`src/rtl/l1_pkg.sv`:
```
// Shared types and address helpers for the set-associative L1 cache.
package l1_pkg;

    localparam int unsigned L1_WORD_SIZE  = 32;
    localparam int unsigned L1_TAG_SIZE   = 2;
    localparam int unsigned L1_INDEX_SIZE = 4;

    typedef enum logic [2:0] {
        IDLE,
        LOOKUP,
        MEM_REQ,
        MEM_WAIT,
        RESP
    } state_t;

    typedef struct packed {
        logic                   valid;
        logic [L1_TAG_SIZE-1:0] tag;
        logic [L1_WORD_SIZE-1:0] data;
    } line_t;

    // Tag is the top TAG_SIZE bits of the address
    function automatic logic [L1_TAG_SIZE-1:0] get_tag(input logic [L1_WORD_SIZE-1:0] addr);
        return L1_TAG_SIZE'(addr >> (L1_WORD_SIZE - L1_TAG_SIZE));
    endfunction

    // Index is the INDEX_SIZE bits directly below the tag
    function automatic logic [L1_INDEX_SIZE-1:0] get_index(input logic [L1_WORD_SIZE-1:0] addr);
        return L1_INDEX_SIZE'(addr >> (L1_WORD_SIZE - L1_TAG_SIZE - L1_INDEX_SIZE));
    endfunction

endpackage

```
`src/rtl/l1_sa_cache_if.sv`:
```
// Core-side request/response and next-level memory signals of the L1 cache.
interface l1_sa_cache_if
    import l1_pkg::*;
#(
    parameter int unsigned WORD_SIZE = L1_WORD_SIZE
);
    logic                 req_valid;
    logic                 req_ready;
    logic                 req_we;
    logic [WORD_SIZE-1:0] req_addr;
    logic [WORD_SIZE-1:0] req_wdata;
    logic                 resp_valid;
    logic [WORD_SIZE-1:0] resp_data;
    logic                 resp_hit;
    logic                 flush;
    logic                 mem_req_valid;
    logic                 mem_req_ready;
    logic                 mem_we;
    logic [WORD_SIZE-1:0] mem_addr;
    logic [WORD_SIZE-1:0] mem_wdata;
    logic                 mem_resp_valid;
    logic [WORD_SIZE-1:0] mem_rdata;

    // Cache side
    modport slave (
        input  req_valid, req_we, req_addr, req_wdata, flush,
        input  mem_req_ready, mem_resp_valid, mem_rdata,
        output req_ready, resp_valid, resp_data, resp_hit,
        output mem_req_valid, mem_we, mem_addr, mem_wdata
    );

    // Core plus memory environment side
    modport master (
        output req_valid, req_we, req_addr, req_wdata, flush,
        output mem_req_ready, mem_resp_valid, mem_rdata,
        input  req_ready, resp_valid, resp_data, resp_hit,
        input  mem_req_valid, mem_we, mem_addr, mem_wdata
    );
endinterface

```
`src/rtl/l1_tag_match.sv`:
```
// Combinational tag compare across the ways of one set.
module l1_tag_match #(
    parameter  int unsigned WAYS     = 2,
    parameter  int unsigned TAG_SIZE = 2,
    localparam int unsigned WAY_W    = (WAYS > 1) ? $clog2(WAYS) : 1
) (
    input  logic [WAYS-1:0]               valid_i,
    input  logic [WAYS-1:0][TAG_SIZE-1:0] tags_i,
    input  logic [TAG_SIZE-1:0]           tag_i,
    output logic                          hit_o,
    output logic [WAY_W-1:0]              hit_way_o,
    output logic                          first_inv_valid_o,
    output logic [WAY_W-1:0]              first_inv_way_o
);

    logic hit_found;
    logic inv_found;

    // Lowest-index matching way and lowest-index invalid way
    always_comb begin
        hit_found       = 1'b0;
        inv_found       = 1'b0;
        hit_way_o       = '0;
        first_inv_way_o = '0;
        for (int unsigned w = 0; w < WAYS; w++) begin
            if (valid_i[w] && (tags_i[w] == tag_i) && !hit_found) begin
                hit_found = 1'b1;
                hit_way_o = WAY_W'(w);
            end
            if (!valid_i[w] && !inv_found) begin
                inv_found       = 1'b1;
                first_inv_way_o = WAY_W'(w);
            end
        end
        hit_o             = hit_found;
        first_inv_valid_o = inv_found;
    end

endmodule

```
`src/rtl/l1_sa_cache.sv`:
```
// N-way set-associative write-through, write-allocate L1 cache, one word per line.
// Optional L1_STATS_EN adds saturating hit_count / miss_count outputs.
module l1_sa_cache
    import l1_pkg::*;
#(
    parameter int unsigned WORD_SIZE  = L1_WORD_SIZE,
    parameter int unsigned TAG_SIZE   = L1_TAG_SIZE,
    parameter int unsigned INDEX_SIZE = L1_INDEX_SIZE,
    parameter int unsigned WAYS       = 2
) (
    input logic          clk,
    input logic          rst_n,
    l1_sa_cache_if.slave bus
`ifdef L1_STATS_EN
    ,
    output logic [WORD_SIZE-1:0] hit_count,
    output logic [WORD_SIZE-1:0] miss_count
`endif
);

    localparam int unsigned SETS  = 2 ** INDEX_SIZE;
    localparam int unsigned WAY_W = (WAYS > 1) ? $clog2(WAYS) : 1;

    state_t               state_q;
    logic                 we_q;
    logic [WORD_SIZE-1:0] addr_q;
    logic [WORD_SIZE-1:0] wdata_q;
    logic [WORD_SIZE-1:0] data_q;
    logic                 hit_q;
    logic [WAY_W-1:0]     victim_q;
    line_t                lines_q [SETS][WAYS];
    logic [WAY_W-1:0]     rr_q    [SETS];

    logic                 resp_valid_q;
    logic [WORD_SIZE-1:0] resp_data_q;
    logic                 resp_hit_q;
    logic                 mem_req_valid_q;
    logic                 mem_we_q;
    logic [WORD_SIZE-1:0] mem_addr_q;
    logic [WORD_SIZE-1:0] mem_wdata_q;

    logic [INDEX_SIZE-1:0]         idx_c;
    logic [TAG_SIZE-1:0]           tag_c;
    logic [WAYS-1:0]               set_valid_c;
    logic [WAYS-1:0][TAG_SIZE-1:0] set_tags_c;
    logic                          hit_c;
    logic [WAY_W-1:0]              hit_way_c;
    logic                          inv_valid_c;
    logic [WAY_W-1:0]              inv_way_c;
    logic [WAY_W-1:0]              victim_c;
    logic [WAY_W-1:0]              rr_next_c;

    assign idx_c = get_index(addr_q);
    assign tag_c = get_tag(addr_q);

    // Gather valid bits and tags of the addressed set for the comparator
    always_comb begin
        set_valid_c = '0;
        set_tags_c  = '0;
        for (int unsigned w = 0; w < WAYS; w++) begin
            set_valid_c[w] = lines_q[idx_c][w].valid;
            set_tags_c[w]  = lines_q[idx_c][w].tag;
        end
    end

    l1_tag_match #(
        .WAYS     (WAYS),
        .TAG_SIZE (TAG_SIZE)
    ) u_tag_match (
        .valid_i           (set_valid_c),
        .tags_i            (set_tags_c),
        .tag_i             (tag_c),
        .hit_o             (hit_c),
        .hit_way_o         (hit_way_c),
        .first_inv_valid_o (inv_valid_c),
        .first_inv_way_o   (inv_way_c)
    );

    // Prefer an empty way; only a full set consumes the round-robin pointer
    assign victim_c  = inv_valid_c ? inv_way_c : rr_q[idx_c];
    assign rr_next_c = (rr_q[idx_c] == WAY_W'(WAYS - 1)) ? '0 : rr_q[idx_c] + WAY_W'(1);

    // Controller FSM with line storage, replacement state and registered outputs
    always_ff @(posedge clk or negedge rst_n) begin
        if (!rst_n) begin
            state_q         <= IDLE;
            we_q            <= 1'b0;
            addr_q          <= '0;
            wdata_q         <= '0;
            data_q          <= '0;
            hit_q           <= 1'b0;
            victim_q        <= '0;
            resp_valid_q    <= 1'b0;
            resp_data_q     <= '0;
            resp_hit_q      <= 1'b0;
            mem_req_valid_q <= 1'b0;
            mem_we_q        <= 1'b0;
            mem_addr_q      <= '0;
            mem_wdata_q     <= '0;
            for (int unsigned s = 0; s < SETS; s++) begin
                rr_q[s] <= '0;
                for (int unsigned w = 0; w < WAYS; w++) begin
                    lines_q[s][w] <= '0;
                end
            end
        end else begin
            resp_valid_q <= 1'b0;
            case (state_q)
                IDLE: begin
                    if (bus.flush) begin
                        for (int unsigned s = 0; s < SETS; s++) begin
                            for (int unsigned w = 0; w < WAYS; w++) begin
                                lines_q[s][w].valid <= 1'b0;
                            end
                        end
                    end else if (bus.req_valid) begin
                        we_q    <= bus.req_we;
                        addr_q  <= bus.req_addr;
                        wdata_q <= bus.req_wdata;
                        state_q <= LOOKUP;
                    end
                end
                LOOKUP: begin
                    hit_q <= hit_c;
                    if (!hit_c) begin
                        victim_q <= victim_c;
                        if (!inv_valid_c) begin
                            rr_q[idx_c] <= rr_next_c;
                        end
                    end
                    if (we_q) begin
                        data_q <= wdata_q;
                        if (hit_c) begin
                            lines_q[idx_c][hit_way_c].data <= wdata_q;
                        end else begin
                            lines_q[idx_c][victim_c] <= '{valid: 1'b1, tag: tag_c, data: wdata_q};
                        end
                        mem_req_valid_q <= 1'b1;
                        mem_we_q        <= 1'b1;
                        mem_addr_q      <= addr_q;
                        mem_wdata_q     <= wdata_q;
                        state_q         <= MEM_REQ;
                    end else if (hit_c) begin
                        data_q  <= lines_q[idx_c][hit_way_c].data;
                        state_q <= RESP;
                    end else begin
                        mem_req_valid_q <= 1'b1;
                        mem_we_q        <= 1'b0;
                        mem_addr_q      <= addr_q;
                        mem_wdata_q     <= wdata_q;
                        state_q         <= MEM_REQ;
                    end
                end
                MEM_REQ: begin
                    if (bus.mem_req_ready) begin
                        mem_req_valid_q <= 1'b0;
                        mem_we_q        <= 1'b0;
                        state_q         <= mem_we_q ? RESP : MEM_WAIT;
                    end
                end
                MEM_WAIT: begin
                    if (bus.mem_resp_valid) begin
                        lines_q[idx_c][victim_q] <= '{valid: 1'b1, tag: tag_c, data: bus.mem_rdata};
                        data_q  <= bus.mem_rdata;
                        state_q <= RESP;
                    end
                end
                RESP: begin
                    resp_valid_q <= 1'b1;
                    resp_data_q  <= data_q;
                    resp_hit_q   <= hit_q;
                    state_q      <= IDLE;
                end
                default: state_q <= IDLE;
            endcase
        end
    end

    assign bus.req_ready     = (state_q == IDLE) && !bus.flush;
    assign bus.resp_valid    = resp_valid_q;
    assign bus.resp_data     = resp_data_q;
    assign bus.resp_hit      = resp_hit_q;
    assign bus.mem_req_valid = mem_req_valid_q;
    assign bus.mem_we        = mem_we_q;
    assign bus.mem_addr      = mem_addr_q;
    assign bus.mem_wdata     = mem_wdata_q;

`ifdef L1_STATS_EN
    logic [WORD_SIZE-1:0] hit_cnt_q;
    logic [WORD_SIZE-1:0] miss_cnt_q;

    // Saturating lookup counters; flush leaves them untouched
    always_ff @(posedge clk or negedge rst_n) begin
        if (!rst_n) begin
            hit_cnt_q  <= '0;
            miss_cnt_q <= '0;
        end else if (state_q == LOOKUP) begin
            if (hit_c) begin
                if (hit_cnt_q != '1) hit_cnt_q <= hit_cnt_q + WORD_SIZE'(1);
            end else begin
                if (miss_cnt_q != '1) miss_cnt_q <= miss_cnt_q + WORD_SIZE'(1);
            end
        end
    end

    assign hit_count  = hit_cnt_q;
    assign miss_count = miss_cnt_q;
`endif

endmodule

```
`src/flat_wrapper.sv`:
```
// flat-port wrapper written by rule: the top's interface ports become plain ports
module l1_sa_cache_flat import l1_pkg::*;
#(
    parameter int unsigned WORD_SIZE  = L1_WORD_SIZE,
    parameter int unsigned TAG_SIZE   = L1_TAG_SIZE,
    parameter int unsigned INDEX_SIZE = L1_INDEX_SIZE,
    parameter int unsigned WAYS       = 2
)
  (clk, rst_n, bus_req_valid, bus_req_we, bus_req_addr, bus_req_wdata, bus_flush, bus_mem_req_ready, bus_mem_resp_valid, bus_mem_rdata, bus_req_ready, bus_resp_valid, bus_resp_data, bus_resp_hit, bus_mem_req_valid, bus_mem_we, bus_mem_addr, bus_mem_wdata);
  l1_sa_cache_if #(.WORD_SIZE(WORD_SIZE)) bus_i ();
  input logic clk;
  input logic rst_n;
  input wire logic [$bits(bus_i.req_valid)-1:0] bus_req_valid;
  input wire logic [$bits(bus_i.req_we)-1:0] bus_req_we;
  input wire logic [$bits(bus_i.req_addr)-1:0] bus_req_addr;
  input wire logic [$bits(bus_i.req_wdata)-1:0] bus_req_wdata;
  input wire logic [$bits(bus_i.flush)-1:0] bus_flush;
  input wire logic [$bits(bus_i.mem_req_ready)-1:0] bus_mem_req_ready;
  input wire logic [$bits(bus_i.mem_resp_valid)-1:0] bus_mem_resp_valid;
  input wire logic [$bits(bus_i.mem_rdata)-1:0] bus_mem_rdata;
  output wire logic [$bits(bus_i.req_ready)-1:0] bus_req_ready;
  output wire logic [$bits(bus_i.resp_valid)-1:0] bus_resp_valid;
  output wire logic [$bits(bus_i.resp_data)-1:0] bus_resp_data;
  output wire logic [$bits(bus_i.resp_hit)-1:0] bus_resp_hit;
  output wire logic [$bits(bus_i.mem_req_valid)-1:0] bus_mem_req_valid;
  output wire logic [$bits(bus_i.mem_we)-1:0] bus_mem_we;
  output wire logic [$bits(bus_i.mem_addr)-1:0] bus_mem_addr;
  output wire logic [$bits(bus_i.mem_wdata)-1:0] bus_mem_wdata;
  assign bus_i.req_valid = bus_req_valid;
  assign bus_i.req_we = bus_req_we;
  assign bus_i.req_addr = bus_req_addr;
  assign bus_i.req_wdata = bus_req_wdata;
  assign bus_i.flush = bus_flush;
  assign bus_i.mem_req_ready = bus_mem_req_ready;
  assign bus_i.mem_resp_valid = bus_mem_resp_valid;
  assign bus_i.mem_rdata = bus_mem_rdata;
  assign bus_req_ready = bus_i.req_ready;
  assign bus_resp_valid = bus_i.resp_valid;
  assign bus_resp_data = bus_i.resp_data;
  assign bus_resp_hit = bus_i.resp_hit;
  assign bus_mem_req_valid = bus_i.mem_req_valid;
  assign bus_mem_we = bus_i.mem_we;
  assign bus_mem_addr = bus_i.mem_addr;
  assign bus_mem_wdata = bus_i.mem_wdata;
  l1_sa_cache #(.WORD_SIZE(WORD_SIZE), .TAG_SIZE(TAG_SIZE), .INDEX_SIZE(INDEX_SIZE), .WAYS(WAYS)) u_core (.clk(clk), .rst_n(rst_n), .bus(bus_i));
endmodule
```
`config.mk`:
```
export PLATFORM = sky130hd
export DESIGN_NAME = l1_sa_cache_flat
export DESIGN_NICKNAME = d
export VERILOG_FILES = /design/src/rtl/l1_pkg.sv /design/src/rtl/l1_sa_cache_if.sv /design/src/rtl/l1_tag_match.sv /design/src/rtl/l1_sa_cache.sv /design/src/flat_wrapper.sv
export SDC_FILE = /design/constraint.sdc
export NUM_CORES = 2
export LEC_CHECK = 0
export CORE_MARGIN = 5
export CORE_UTILIZATION = 56
export DETAILED_ROUTE_END_ITERATION = 8
export GPL_TIMING_DRIVEN = 1
export PLACE_DENSITY = 0.77
export REMOVE_ABC_BUFFERS = 1
export SETUP_SLACK_MARGIN = 0.3
export SLEW_MARGIN = 5
export SYNTH_ARGS = -nofsm -noshare
export SYNTH_HDL_FRONTEND = slang
export SYNTH_SLANG_ARGS = --single-unit
export TNS_END_PERCENT = 5
```
`constraint.sdc`:
```
create_clock -name clk -period 3.1 [get_ports clk]
set_input_delay 0.62 -clock clk [delete_from_list [all_inputs] [get_ports clk]]
set_output_delay 0.62 -clock clk [all_outputs]
set_load 0.02 [all_outputs]
```
# Word-level counts from Yosys, hierarchy flattened
# Cells that the tools add are included.
dict set report classes {
  mux 127
  bitwise_logic 7
  add_sub_neg 1
  eq_ne 15
  reduce_logical 25
  magnitude_cmp 8
}
# op n
set op_table {}
lappend op_table {{$bwmux 1120} 3}
lappend op_table {{$mux 1120} 3}
lappend op_table {{$pmux 34 s2} 32}
lappend op_table {{$demux 70 s4} 3}
lappend op_table {{$mux 32} 11}
lappend op_table {{$mux 70} 5}
lappend op_table {{$bmux 70 s4} 1}
lappend op_table {{$demux 35 s1} 3}
lappend op_table {{$pmux 1 s3} 32}
lappend op_table {{$mux 35} 2}
lappend op_table {{$pmux 32 s2} 1}
lappend op_table {{$mux 3} 7}
lappend op_table {{$mux 1} 18}
lappend op_table {{$bwmux 16} 1}
lappend op_table {{$reduce_and 3->1} 5}
lappend op_table {{$pmux 3 s4} 1}
lappend op_table {{$ne 2x2->1 const B} 5}
lappend op_table {{$logic_and 1x1->1} 9}
lappend op_table {{$reduce_and 4->1} 2}
lappend op_table {{$eq 3x2->1 const B} 2}
lappend op_table {{$ge 2x2->1 const B} 3}
lappend op_table {{$lt 2x1->1 const B} 3}
lappend op_table {{$not 1->2} 3}
lappend op_table {{$ge 5x5->1 const B} 1}
lappend op_table {{other kinds (18)} 27}
dict set report totals {
  regBits 1338
  output_inout_bits 101
  input_bits 103
}

# Depth between registers and ports, before layout
dict set report depth {
  ltp_word 21
  mapped_depth 14
  mapped_depth_nobuf 8
}

# Cells and area by module
# From an unflattened synthesis, not the netlist that was laid out.
dict set report hier_totals {
  cells_unflattened 6200
  area_unflattened_um2 68638.3
}
# module instances area_each_um2 seq_area_each_um2 cells_per_inst
set modules_own_cells {}
lappend modules_own_cells {l1_sa_cache 1 68560.8 33482.1 6190}
lappend modules_own_cells {l1_tag_match 1 77.6 0.0 10}

# Least setup slack after synthesis
# No wires, ideal clock.
dict set report synth_path {
  path_type {reg-to-reg}
  startpoint {register u_core.addr_q[26]}
  endpoint {register u_core.data_q[31]}
  stages_incl_launch_ff 10
  path_slack_ns -0.004
  setup_time_ns 0.120
  period_less_slack_ns 3.104
  t_required_ns 2.980
  n_path_buf 4
  arrival_time_ns 2.984
  cell_sequence {dfrtp_1 -> buf_6 -> buf_6 -> clkbuf_1 -> clkbuf_1 -> mux4_2 -> mux4_2 -> nand3_1 -> nand3_1 -> a31o_2}
}
dict set report synth_via {
  elab_chain_cells 17
  elab_cells_between_ends 22
}
# item line_no
set synth_rtl {}
lappend synth_rtl {{from (decl)} l1_sa_cache.sv:26} ;# logic [WORD_SIZE-1:0] addr_q;
lappend synth_rtl {{from (signal assigned)} l1_sa_cache.sv:118} ;# addr_q <= bus.req_addr;
lappend synth_rtl {{$not 4->5 (not written as such) *} {l1_sa_cache.sv:61, l1_sa_cache.sv:62, l1_sa_cache.sv:144}}
lappend synth_rtl {{$bmux 70 s4 *} {l1_sa_cache.sv:61, l1_sa_cache.sv:62, l1_sa_cache.sv:144}}
lappend synth_rtl {{$mux 70 (not written as such) * (2 in a row)} l1_sa_cache.sv:62} ;# set_tags_c[w] = lines_q[idx_c][w].tag;
lappend synth_rtl {{$eq 2x2->1} l1_tag_match.sv:26} ;# if (valid_i[w] && (tags_i[w] == tag_i) && !hit_found) begin
lappend synth_rtl {{$logic_and 1x1->1} l1_tag_match.sv:26}
lappend synth_rtl {{$mux 1} l1_tag_match.sv:26}
lappend synth_rtl {{$logic_not 1->1} l1_tag_match.sv:26}
lappend synth_rtl {{$logic_and 1x1->1} l1_tag_match.sv:26}
lappend synth_rtl {{$mux 1} l1_tag_match.sv:26}
lappend synth_rtl {{$not 1->2 (not written as such)} l1_sa_cache.sv:144} ;# data_q <= lines_q[idx_c][hit_way_c].data;
lappend synth_rtl {{$mux 32 (not written as such) (3 in a row)} l1_sa_cache.sv:144}
lappend synth_rtl {{$mux 32} l1_sa_cache.sv:143} ;# end else if (hit_c) begin
lappend synth_rtl {{$mux 32} l1_sa_cache.sv:131} ;# if (we_q) begin
lappend synth_rtl {{$pmux 32 s2} l1_sa_cache.sv:108} ;# case (state_q)
lappend synth_rtl {{to (signal assigned)} l1_sa_cache.sv:132} ;# data_q <= wdata_q;
lappend synth_rtl {{to (signal assigned)} l1_sa_cache.sv:144}
lappend synth_rtl {{to (signal assigned)} l1_sa_cache.sv:164} ;# data_q <= bus.mem_rdata;
lappend synth_rtl {{to (decl)} l1_sa_cache.sv:28} ;# logic [WORD_SIZE-1:0] data_q;
# Every way passes the cells marked *; elsewhere a longest branch is shown, timed or not. The select of a mux whose other input is x is not followed.
# A chain may end at the register's enable or synchronous reset.

# Worst setup path after layout
dict set report layout_path {
  startpoint {register u_core.addr_q[26]}
  endpoint {register u_core.lines_q[763] (netlist bit)}
}
dict set report layout_via {
  elab_chain_cells 21
  elab_cells_between_ends 50
}
# item line_no
set layout_rtl {}
lappend layout_rtl {{$not 4->5 (not written as such) *} -}
lappend layout_rtl {{$bmux 70 s4} {l1_sa_cache.sv:61, l1_sa_cache.sv:62}}
lappend layout_rtl {{$mux 70 (not written as such) (2 in a row)} l1_sa_cache.sv:62}
lappend layout_rtl {{$eq 2x2->1} l1_tag_match.sv:26}
lappend layout_rtl {{$logic_and 1x1->1} l1_tag_match.sv:26}
lappend layout_rtl {{$mux 1} l1_tag_match.sv:26}
lappend layout_rtl {{$logic_not 1->1} l1_tag_match.sv:26}
lappend layout_rtl {{$logic_and 1x1->1} l1_tag_match.sv:26}
lappend layout_rtl {{[4 not listed]} -}
lappend layout_rtl {{$mux 32 (not written as such)} l1_sa_cache.sv:134} ;# lines_q[idx_c][hit_way_c].data <= wdata_q;
lappend layout_rtl {{$demux 35 s1} l1_sa_cache.sv:134}
lappend layout_rtl {{$mux 70 (not written as such)} l1_sa_cache.sv:134}
lappend layout_rtl {{$demux 70 s4} l1_sa_cache.sv:134}
lappend layout_rtl {{$bwmux 1120} l1_sa_cache.sv:134}
lappend layout_rtl {{$mux 1120} l1_sa_cache.sv:133} ;# if (hit_c) begin
lappend layout_rtl {{$mux 1120} l1_sa_cache.sv:131}
lappend layout_rtl {{$pmux 34 s2 *} l1_sa_cache.sv:108}
lappend layout_rtl {{to (signal, indexed assignment)} l1_sa_cache.sv:136} ;# lines_q[idx_c][victim_c] <= '{valid: 1'b1, tag: tag_c, data: wdata_q};
lappend layout_rtl {{to (signal, indexed assignment)} l1_sa_cache.sv:163} ;# lines_q[idx_c][victim_q] <= '{valid: 1'b1, tag: tag_c, data: bus.mem_rdata};
lappend layout_rtl {{to (decl)} l1_sa_cache.sv:31} ;# line_t lines_q [SETS][WAYS];
# Marked as above.

==> results.md <==
- The total leakage power is 35.7 nW.
- Setup repair after global routing could not meet its margin everywhere.
- The number of antenna violations at the first check in global routing is 0.
- The startpoint class of the critical path is a flip-flop.
- In this run the vertical extent of the chip is 345 um.
- The Yosys step of the flow raised 0 warnings.
- The library cell used most frequently in the layout, excluding fill and tap cells, is sky130_fd_sc_hd__dfrtp_1.
- The fraction of power spent switching nets is 38.1%.
- The worst slew margin relative to its limit is 26.9%.
- The final count of pins violating max slew is 0.
- Counting along the longest clock path gives a buffer depth of 3.
- The final total negative setup slack is -423.02 ns.
- Once detailed placement completed, the half-perimeter wirelength came to 119 mm.
- The final reports fail on setup timing.
- Cells fill 69.5% of the core in the end.
- The start-to-end type of the worst setup path is flip-flop to flip-flop.
- Pin placement for this block handled 204 I/O pins.
- The number of clock buffers inserted by TritonCTS is 143.
- At the pin with the least slew margin, the transition time is 1.09 ns.
- For this run, the top clock speed supported by timing is 281 MHz.
- In the synthesized netlist the dominant register cell turns out to be sky130_fd_sc_hd__dfrtp_1.
- The detail route stage leaves a number of antenna-violating nets equal to 0.
- The clock latency of the later-clocked register in the worst-skew pair is 0.77 ns.
- The post-synthesis area per instance is 15.0 sq um.
- The number of detailed-routing iterations run before antenna repair is 6.
- The worst path uses 115% of the clock period.
- After detailed routing, the number of remaining DRC violations is 0.
- After floorplanning, the core was sized to cover 111000 sq um.
- The number of global-route vias before repair was 44300.
- Across the VDD grid, the largest voltage drop is 0.815 mV.
- The post-synthesis cell count is 4171.
- The largest net degree at the start of global routing is 133.
- The synthesized cell area is 62700 sq um.
- For this run the aggregate overflow at the end of global routing stands at 0.
- The library cells used most frequently in the layout, excluding fill and tap cells, are sky130_fd_sc_hd__dfrtp_1, sky130_fd_sc_hd__mux2_2, sky130_fd_sc_hd__mux4_2.
- The shortest period the worst path allows is 3.56 ns.
- The sum of routed wire length over all layers is 201 mm.
- The category of the worst setup path capture point is a flip-flop.
- The fraction of synthesis flops using an asynchronous set or reset pin is 100%.
- The data required time at the worst endpoint is 3.75 ns.
- The final weighted congestion of routability-driven global placement is 0.912.
- Setup violations remaining at the end of the flow were counted as 1222.
- The H-tree was split into 4 levels.
- TritonCTS built the clock tree.
- The total number of vias is 42700.
- The overall global routing resource usage is 32.4%.
- The sink count of the clock tree is 1338.
- In this run the worst hold path is classified as input pin to async pin.
- The overall die width is 345 um.
- The number of maximum-capacitance constraint violations is 0.
- Setup slack on the critical path of the routed design comes to -0.459 ns.
- The number of rows created at floorplan is 122.
- The number of nets in the layout is 4767.
- The count of final hold-check violations is 0.
- Relative to the synthesized area, the layout overhead comes to 23.0%.
- The sequential cell fraction of total power is 31.4%.
- The initial cell density of the core is 56.5%.
- The clock network accounts for 22.5% of the total power.
- The flow ran to the end, but the final reports show violations.
- The data arrival time of the critical path is 4.21 ns.
- In the routed layout, each cell is associated on average with a via count of 6.83.
- The cell at the root of the clock tree is sky130_fd_sc_hd__clkbuf_16.
- The power spent charging and discharging nets is 0.0291 W.
- The share of cells above drive strength 1 is 50.7%.
- Along the worst path, the maximum fanout reaches 8.
- The total die area is 119000 sq um.
- Port buffering added 203 buffers.
- After clock tree synthesis, the clock-pin slew on the worst setup and hold paths is 0.06 ns.
- The average wire per cell in the routed design is 32.1 um.
- The total power per unit cell area is 992 nW/um^2.
- Yosys mapped a number of flops with a built-in enable equal to 0.
- Of the synthesized area, sequential elements account for 53.4%.
- After synthesis the netlist holds a flip-flop and latch count of 1338.
- The distinct cell type count after synthesis is 70.
- For this block, the initial DRC count from the detailed router was 4746.
- The first global-routing pass estimated 286 mm of wire.
- The portion of total power attributed to combinational logic is 46.1%.
- Internal power comes to 0.0473 W.
- Clock skew on the completed layout was measured at 0.0332 ns.
-- cell families (layout without fill, tap and decap cells) --
group / Yosys count / count (layout) / share of synthesized area (%)
mux: 1610 / 1610 / 34.8
flops: 1338 / 1338 / 53.4
compound gates: 447 / 447 / 5.46
buf+inv: 399 / 996 / 3.23
simple gates: 377 / 377 / 3.09
other cells: 0 / 2 / 0
-- critical path: stages, from the launching register on --
cell,delay (ns)
sky130_fd_sc_hd__dfrtp_4,0.53
sky130_fd_sc_hd__buf_12,0.15
sky130_fd_sc_hd__buf_12,0.13
sky130_fd_sc_hd__buf_8,0.12
sky130_fd_sc_hd__mux4_2,0.46
sky130_fd_sc_hd__a22oi_2,0.28
sky130_fd_sc_hd__buf_4,0.18
sky130_fd_sc_hd__nand2_8,0.07
sky130_fd_sc_hd__nor3_4,0.19
sky130_fd_sc_hd__buf_6,0.14
sky130_fd_sc_hd__o31a_4,0.18
sky130_fd_sc_hd__buf_12,0.14
sky130_fd_sc_hd__buf_16,0.19
sky130_fd_sc_hd__buf_12,0.15
sky130_fd_sc_hd__o22ai_4,0.09
sky130_fd_sc_hd__clkbuf_16,0.19
sky130_fd_sc_hd__mux2_2,0.26
-- cells in the mapped netlist, types with 3 or more instances --
| cell | number | area, sq um |
|---|---|---|
| sky130_fd_sc_hd__nor4_1 | 3 | 18.8 |
| sky130_fd_sc_hd__o21ai_0 | 45 | 225 |
| sky130_fd_sc_hd__o32ai_1 | 96 | 841 |
| sky130_fd_sc_hd__buf_2 | 112 | 561 |
| sky130_fd_sc_hd__a31oi_1 | 20 | 125 |
| sky130_fd_sc_hd__inv_1 | 7 | 26.3 |
| sky130_fd_sc_hd__nor2_1 | 21 | 78.8 |
| sky130_fd_sc_hd__mux2_2 | 1119 | 12600 |
| sky130_fd_sc_hd__a21boi_2 | 10 | 113 |
| sky130_fd_sc_hd__or3_1 | 4 | 25.0 |
| sky130_fd_sc_hd__a21oi_1 | 25 | 125 |
| sky130_fd_sc_hd__a22o_1 | 12 | 105 |
| sky130_fd_sc_hd__nor2b_1 | 10 | 62.6 |
| sky130_fd_sc_hd__nor3_1 | 20 | 100 |
| sky130_fd_sc_hd__nand4_1 | 4 | 25.0 |
| sky130_fd_sc_hd__o22ai_2 | 18 | 225 |
| sky130_fd_sc_hd__mux2_1 | 122 | 1370 |
| sky130_fd_sc_hd__a21o_1 | 5 | 37.5 |
| sky130_fd_sc_hd__buf_1 | 34 | 128 |
| sky130_fd_sc_hd__a31o_2 | 30 | 263 |
| sky130_fd_sc_hd__nand3_4 | 10 | 175 |
| sky130_fd_sc_hd__mux4_2 | 331 | 7450 |
| sky130_fd_sc_hd__a21boi_0 | 32 | 240 |
| sky130_fd_sc_hd__buf_6 | 25 | 282 |
| sky130_fd_sc_hd__mux2i_1 | 37 | 370 |
| sky130_fd_sc_hd__dfrtp_1 | 1338 | 33500 |
| sky130_fd_sc_hd__a41oi_1 | 7 | 61.3 |
| sky130_fd_sc_hd__and2_1 | 7 | 43.8 |
| sky130_fd_sc_hd__and3_1 | 4 | 25.0 |
| sky130_fd_sc_hd__nor4_4 | 4 | 85.1 |
| sky130_fd_sc_hd__o22ai_1 | 112 | 701 |
| sky130_fd_sc_hd__buf_4 | 45 | 338 |
| sky130_fd_sc_hd__a32o_1 | 4 | 40.0 |
| sky130_fd_sc_hd__nand2b_1 | 8 | 50.1 |
| sky130_fd_sc_hd__a22oi_1 | 8 | 60.1 |
| sky130_fd_sc_hd__nand3_1 | 103 | 515 |
| sky130_fd_sc_hd__clkbuf_1 | 171 | 642 |
| sky130_fd_sc_hd__nand2_1 | 167 | 627 |
-- layout make-up --
| type | count | area [sq um] |
|---|---|---|
| Clock inverter | 50 | 564 |
| Timing Repair Buffer | 739 | 8700 |
| Inverter | 8 | 30.0 |
| Clock buffer | 199 | 4120 |
| Tap cell | 1488 | 1860 |
| Fill cell | 7103 | 33900 |
| Antenna cell | 2 | 5.00 |
| Multi-Input combinational cell | 2434 | 28300 |
| Sequential cell | 1338 | 33500 |
-- repair_timing --
action,in CTS,in global routing
pin swaps,7,31
endpoints found under the setup margin,1238,1239
gates cloned,11,24
hold endpoints to repair,73,0
hold buffers,1,0
resized for setup,63,201
buffers inserted,17,34
-- flip-flops by register name, indices dropped and copies added, names as in the netlist, 16 cells and up --
register and flops:
u_core.addr_q 32, u_core.bus.mem_addr 32, u_core.bus.mem_wdata 32, u_core.bus.resp_data 32
u_core.data_q 32, u_core.lines_q 1120, u_core.rr_q 16, u_core.wdata_q 32
-- stage by stage --
step                hold slack (ns)  instance area, sq um  total power, W  instances  setup WS (ns)
floorplan                     0.324                 60700          0.0368       3780         -13.76
global route                  0.453                 77100          0.0790       6256         -0.527
detailed placement            0.461                 69800          0.0540       5920         -0.418
CTS                           0.433                 75200          0.0731       6198         -0.396
finish                        0.452                 77100          0.0765       6258         -0.459
global placement              0.453                 69800          0.0531       5920         -0.394
-- per-layer routing --
metal / GRT usage (%) / wire [um] / up-vias
li1: - / - / 16900
met1: 42.7 / 74600 / 22500
met2: 49.6 / 90400 / 2564
met3: 9.89 / 23400 / 755
met4: 15.5 / 12600 / 0
met5: 0 / 0 / -
-- path summary, 6_finish.rpt --
| kind | startpoint | endpoint | slack, ns | cells past startpoint |
|---|---|---|---|---|
| worst min register to register | u_core.lines_q[1014]$_DFFE_PN0P_ | u_core.lines_q[1014]$_DFFE_PN0P_ | 0.48 | 2 |
| worst max-delay path | u_core.addr_q[26]$_DFFE_PN0P_ | u_core.lines_q[763]$_DFFE_PN0P_ | -0.46 | 16 |
| max in group asynchronous | rst_n | u_core.lines_q[287]$_DFFE_PN0P_ | 1.57 | 4 |
| worst max register to register | u_core.addr_q[26]$_DFFE_PN0P_ | u_core.lines_q[763]$_DFFE_PN0P_ | -0.46 | 16 |
| min in group clk | bus_req_wdata[12] | u_core.wdata_q[12]$_DFFE_PN0P_ | 0.47 | 2 |
| worst min-delay path | rst_n | u_core.wdata_q[16]$_DFFE_PN0P_ | 0.45 | 2 |
-- power groups by stage --
| stage | Clock (W) | Sequential (W) | Combinational (W) |
|---|---|---|---|
| 4_1_cts | 0.0174 | 0.0238 | 0.0318 |
| 3_3_place_gp | 0 | 0.0239 | 0.0292 |
| 2_1_floorplan | 0 | 0.0243 | 0.0124 |
| 6_report | 0.0172 | 0.0240 | 0.0352 |
| 3_5_place_dp | 0 | 0.0241 | 0.0298 |
| 5_1_grt | 0.0181 | 0.0243 | 0.0366 |
Power figures use the tool's default switching activity.
